`config.mk`:
```
export PLATFORM = sky130hd
export DESIGN_NAME = vtx_packet_loader
export DESIGN_NICKNAME = d
export VERILOG_FILES = /design/src/rtl/vtx_packet_loader.sv
export SDC_FILE = /design/constraint.sdc
export NUM_CORES = 1
export LEC_CHECK = 0
export ABC_CLOCK_PERIOD_IN_PS = 14400
export CORE_MARGIN = 5
export CORE_UTILIZATION = 50
export DETAILED_ROUTE_END_ITERATION = 16
export HOLD_SLACK_MARGIN = 0.03
export PLACE_DENSITY = 0.76
export REMOVE_ABC_BUFFERS = 1
export SETUP_SLACK_MARGIN = 0.3
export SKIP_LAST_GASP = 1
export SYNTH_ARGS = -nofsm -noshare
export SYNTH_HDL_FRONTEND = slang
export SYNTH_SLANG_ARGS = --single-unit
```
`constraint.sdc`:
```
create_clock -name clk -period 14.4 [get_ports clk]
set_input_delay 4.32 -clock clk [delete_from_list [all_inputs] [get_ports clk]]
set_output_delay 4.32 -clock clk [all_outputs]
set_load 0.03 [all_outputs]
```
`src/rtl/vtx_packet_loader.sv`:
```
// rtl/vtx_packet_loader.sv - assembles framed UART bytes into triangle coords, committed at frame start
// Optional trailing XOR checksum byte is enabled by defining VTX_LOADER_CHECKSUM_EN.
module vtx_packet_loader #(
   parameter int         NUM_COORDS  = 6,
   parameter int         COORD_W     = 16,
   parameter logic [7:0] SYNC_BYTE   = 8'hA5,
   parameter int         TIMEOUT_CYC = 1048575
) (
   input  logic                            clk,
   input  logic                            reset,
   input  logic [7:0]                      rx_data,
   input  logic                            rx_done,
   input  logic                            frame_start,
   output logic [NUM_COORDS*COORD_W-1:0]   coords_out,
   output logic                            pending,
   output logic                            pkt_ok,
   output logic                            pkt_err
);
   localparam int TOTAL_W = NUM_COORDS * COORD_W;
   localparam int NBYTES  = TOTAL_W / 8;
   localparam int CNT_W   = $clog2(NBYTES + 1);
   localparam int TO_W    = $clog2(TIMEOUT_CYC + 1);
   localparam logic [CNT_W-1:0] LAST_IDX = CNT_W'(NBYTES - 1);
   localparam logic [TO_W-1:0]  TO_LAST  = TO_W'(TIMEOUT_CYC - 1);

`ifdef VTX_LOADER_CHECKSUM_EN
   typedef enum logic [1:0] {IDLE, PAYLOAD, CHECK, ACCEPT} state_t;
`else
   typedef enum logic [1:0] {IDLE, PAYLOAD, ACCEPT} state_t;
`endif

   state_t               state;
   logic [TOTAL_W-1:0]   staging;
   logic [TOTAL_W-1:0]   shadow;
   logic [CNT_W-1:0]     cnt;
   logic [TO_W-1:0]      tcnt;
   logic                 timed_out;
`ifdef VTX_LOADER_CHECKSUM_EN
   logic [7:0]           chk_acc;
`endif

   // Fires on the TIMEOUT_CYC-th consecutive cycle without a byte inside a packet.
   assign timed_out = !rx_done && (tcnt == TO_LAST);

   always_ff @(posedge clk or posedge reset) begin
      if (reset) begin
         state      <= IDLE;
         staging    <= '0;
         shadow     <= '0;
         coords_out <= '0;
         pending    <= 1'b0;
         pkt_ok     <= 1'b0;
         pkt_err    <= 1'b0;
         cnt        <= '0;
         tcnt       <= '0;
`ifdef VTX_LOADER_CHECKSUM_EN
         chk_acc    <= '0;
`endif
      end else begin
         pkt_ok  <= 1'b0;
         pkt_err <= 1'b0;

         // Commit uses pre-edge shadow/pending; a same-cycle ACCEPT below re-arms pending.
         if (frame_start && pending) begin
            coords_out <= shadow;
            pending    <= 1'b0;
         end

         if ((state != IDLE) && (state != ACCEPT) && !rx_done)
            tcnt <= tcnt + 1'b1;
         else
            tcnt <= '0;

         case (state)
            IDLE: begin
               cnt <= '0;
`ifdef VTX_LOADER_CHECKSUM_EN
               chk_acc <= '0;
`endif
               if (rx_done && (rx_data == SYNC_BYTE))
                  state <= PAYLOAD;
            end
            PAYLOAD: begin
               if (rx_done) begin
                  staging[{cnt, 3'b000} +: 8] <= rx_data;
                  cnt <= cnt + 1'b1;
`ifdef VTX_LOADER_CHECKSUM_EN
                  chk_acc <= chk_acc ^ rx_data;
                  if (cnt == LAST_IDX)
                     state <= CHECK;
`else
                  if (cnt == LAST_IDX)
                     state <= ACCEPT;
`endif
               end else if (timed_out) begin
                  pkt_err <= 1'b1;
                  state   <= IDLE;
                  cnt     <= '0;
                  tcnt    <= '0;
               end
            end
`ifdef VTX_LOADER_CHECKSUM_EN
            CHECK: begin
               if (rx_done) begin
                  if (rx_data == chk_acc) begin
                     state <= ACCEPT;
                  end else begin
                     pkt_err <= 1'b1;
                     state   <= IDLE;
                     cnt     <= '0;
                  end
               end else if (timed_out) begin
                  pkt_err <= 1'b1;
                  state   <= IDLE;
                  cnt     <= '0;
                  tcnt    <= '0;
               end
            end
`endif
            ACCEPT: begin
               shadow  <= staging;
               pending <= 1'b1;
               pkt_ok  <= 1'b1;
               state   <= IDLE;
               cnt     <= '0;
            end
            default: begin
               state <= IDLE;
               cnt   <= '0;
            end
         endcase
      end
   end
endmodule

```
==> reports/qor.yml <==
pwr:
  sw_frac_of_total_pct: 21.04
  switching_power_summed_over_all_nets_mw: 0.3749
  power_density_nw_per_um2: 119.1
  part_of_the_total_power_dissipated_in_combinational_logic_pct: 3.4
  power.share.clock_pct: 45.2
  max-vdd-ir-drop_v: 0.00007617
  p_seq_share_pct: 51.4
  p_leak_nw: 7.550
  power.internal_mw: 1.407
grt:
  grtUsageMet1_pct: 25.21
  met3_usage_pct: 2.522
  global_route.usage.met2_pct: 30.01
  vias_in_the_first_global_route: 8106
  groute.usage.overall_pct: 17.96
  top_usage_layer: "met2"
  number_of_antenna_violations_at_the_first_check_in_global_routing: 0
  grt_overflow: 0
  grt_first_pass_wirelength_um: 42460
  grt_max_degree: 95
min_path:
  hold_crit_path_type: "reg -> reg"
sta:
  tns_ns: 0
  rsz0062_at_grt: "no"
  hold_viol_final: 0
  final.period_utilization_pct: 42.51
  final.setup.worst_slack_ns: 8.279
  fin_crit_ns: 6.121
  slew_headroom_pct: 30.71
  setup_viol_count_final: 0
  worst_clock_skew_ns: 0.01155
  timing.fmax_mhz: 163.4
  worst-slew-pin-transition_ns: 1.039
  final_max_slew_viol_count: 0
place:
  dpl.hpwl_um: 15880
  gp_congestion: 0.7958
  buffer_ports.inserted: 110
  place_worst_setup_slack_ns: 7.771
floorplanning:
  initial_core_util_pct: 50.33
  die-width_um: 168.5
  fp-row-count: 58
  dieHeight_um: 168.5
  fp.dieArea_sq_um: 28400
  fp.coreArea_sq_um: 24960
  pin_count: 111
clock_network:
  clock_slew_seen_by_the_registers_of_the_worst_setup_and_hold_paths_ns: 0.06
  tritoncts: "done"
  postCtsHoldBufs: 0
  tritoncts_num_sinks: 317
  cts.repair_timing.setup_buffer_count: 0
  cts_made_buffers: 31
  root_buffer: "clkbuf_16"
  insertion_delay_ns: 0.54
  cts-root-to-sink-buffers: 3
  cts-resized-gates: 0
  h-tree-depth: 1
critical_path:
  worst_path_largest_cell_delay_ns: 0.80
  crit_required_ns: 14.82
  critical_path.max_fanout: 15
  regToRegSetupSlack_ns: 11.02
  path_class: "in -> reg"
  crit_arrival_ns: 6.54
  crit_path_end_kind: "flop"
  critical_path.slowest_cell: "clkdlybuf4s50_1"
  crit_path_start_kind: "primary input"
  timing.critical_path.max_delay_family: "simple AND/OR/NAND/NOR gates"
  timing.critical_path.cells: "clkdlybuf4s50_1 > nand3b_4 > nor2_1 > nand3b_1 > mux2_2"
  critPathBufInv: 1
yosys:
  ys_types: 44
  synth.cell_area_sq_um: 12560
  synth_top_cell_area_share_pct: 63.13
  synth-async-reset-ratio_pct: 100.0
  ys.warnings.count: 0
  synth-edff-count: 0
  ys_dominant_reg_cell: "dfrtp_1"
  synth_area_per_cell_sq_um: 11.85
  syn_inst: 1060
  yosysSeqAreaShare_pct: 63.13
  synth.ff_latch_count: 317
  ys_top_cells_by_area: "dfrtp_1 (63%), mux2_2 (16%), nand2_1 (9.4%), clkbuf_1 (1.1%), nor2_1 (0.96%)"
  post-synth-top-area-cell: "dfrtp_1"
cells_and_area:
  mostFrequentLayoutCell: "dfrtp_1"
  finalNetCount: 1174
  diodes: 0
  num-fill-cells: 2014
  area_delta_synth_final_pct: 19.14
  layout_common_cells: "dfrtp_1 (317), nand2_1 (312), mux2_2 (173)"
  final_layout_size_suffix_gt1_share_pct: 20.42
route:
  sum_of_routed_wire_length_over_all_layers_um: 25110
  via_per_inst: 5.226
  antenna_violating_nets_post_route: 0
  wire_per_inst_um: 16.63
  vias: 7892
  drt_first_pass_iters: 6
  drtIter0Drc: 456
  post-route-drc-count: 0
job:
  max_cap_viol_count: 0
run_status:
  outcome: "completed"
cell families (layout without fill, tap and decap cells):
logic type               after synthesis  in the layout  synth area share, %
AO/OA/AOI/OAI                         41             41                2.260
XOR/XNOR                              18             18                1.255
buffers and inverters                 72            192                2.290
multiplexers                         173            173                15.50
adder cells (fa/ha/maj)                6              6               0.5975
AND/OR/NAND/NOR                      433            433                14.96
flip-flops                           317            317                63.13
layer usage:
metal  routed length, um  vias to the layer above
met5                   0                        -
met4                 624                        0
met3                 976                       47
met1               11410                     3967
li1                    -                     3723
met2               12100                      155
sequential cells by signal (all words and copies together), names as in the netlist:
signal and count:
coords_out 96, shadow 96, staging 96, tcnt 20, cnt 4, state 2, pending 1, pkt_err 1
pkt_ok 1
power by group through the flow:
stage               logic (mW)  clock network (mW)  registers [mW]
floorplan               0.0407                   0           0.930
global placement        0.0602                   0           0.931
detailed placement      0.0621                   0           0.932
CTS                     0.0624               0.824           0.916
global route            0.0686               0.860           0.918
finish                  0.0610               0.805           0.916
cell usage after synthesis, types with 2 or more instances:
| cell | n |
|---|---|
| dfrtp_1 | 317 |
| nand2_1 | 313 |
| mux2_2 | 173 |
| clkbuf_1 | 36 |
| nor2_1 | 32 |
| nand3_1 | 17 |
| inv_1 | 16 |
| nor4_1 | 14 |
| xnor2_1 | 13 |
| and3_1 | 11 |
| o2bb2ai_1 | 11 |
| buf_1 | 10 |
| nor2b_1 | 10 |
| o31ai_1 | 10 |
| o21ai_0 | 9 |
| buf_2 | 8 |
| nor3_1 | 7 |
| ha_1 | 6 |
| nand4_1 | 6 |
| a21oi_1 | 5 |
| xor2_1 | 5 |
| nand3b_1 | 4 |
| nand2b_1 | 3 |
| nor4b_1 | 2 |
| or3_1 | 2 |
| or4_4 | 2 |
cell type report:
type,count,area (sq um),area share [%]
Clock inverter,11,135.1,0.9027
Tap cell,330,412.9,2.758
Sequential cell,317,7933,52.99
Clock buffer,46,892.1,5.960
Timing Repair Buffer,118,1161,7.757
Inverter,17,71.32,0.4764
Multi-Input combinational cell,671,4364,29.15
metrics by stage:
step	instance area (sq um)	instances	hold slack (ns)	total power, mW	utilization (%)
after detailed placement	13940	1453	0.4466	0.9945	55.85
final	14970	1510	0.4590	1.782	59.96
after CTS	14970	1510	0.4617	1.802	59.96
after global placement	13940	1453	0.4439	0.9915	55.85
after global routing	14970	1510	0.4822	1.846	59.96
after floorplan	12340	1005	0.4331	0.9702	-
worst paths after layout:
check,cells after the start,to,from
worst max-delay path,5,staging[76],rx_done
worst min-delay path,2,shadow[42],staging[42]
worst max register to register,5,staging[82],cnt[0]
worst min register to register,2,shadow[42],staging[42]
max in group asynchronous,3,coords_out[34],reset
min in group asynchronous,2,shadow[36],reset
worst reg2reg max path: stages (launching register included):
cell and delay (ns):
dfrtp_1 0.68, inv_1 0.36, ha_1 0.81, nor2b_1 0.35
or4b_1 0.73, o31ai_1 0.35
Power figures use the tool's default switching activity.
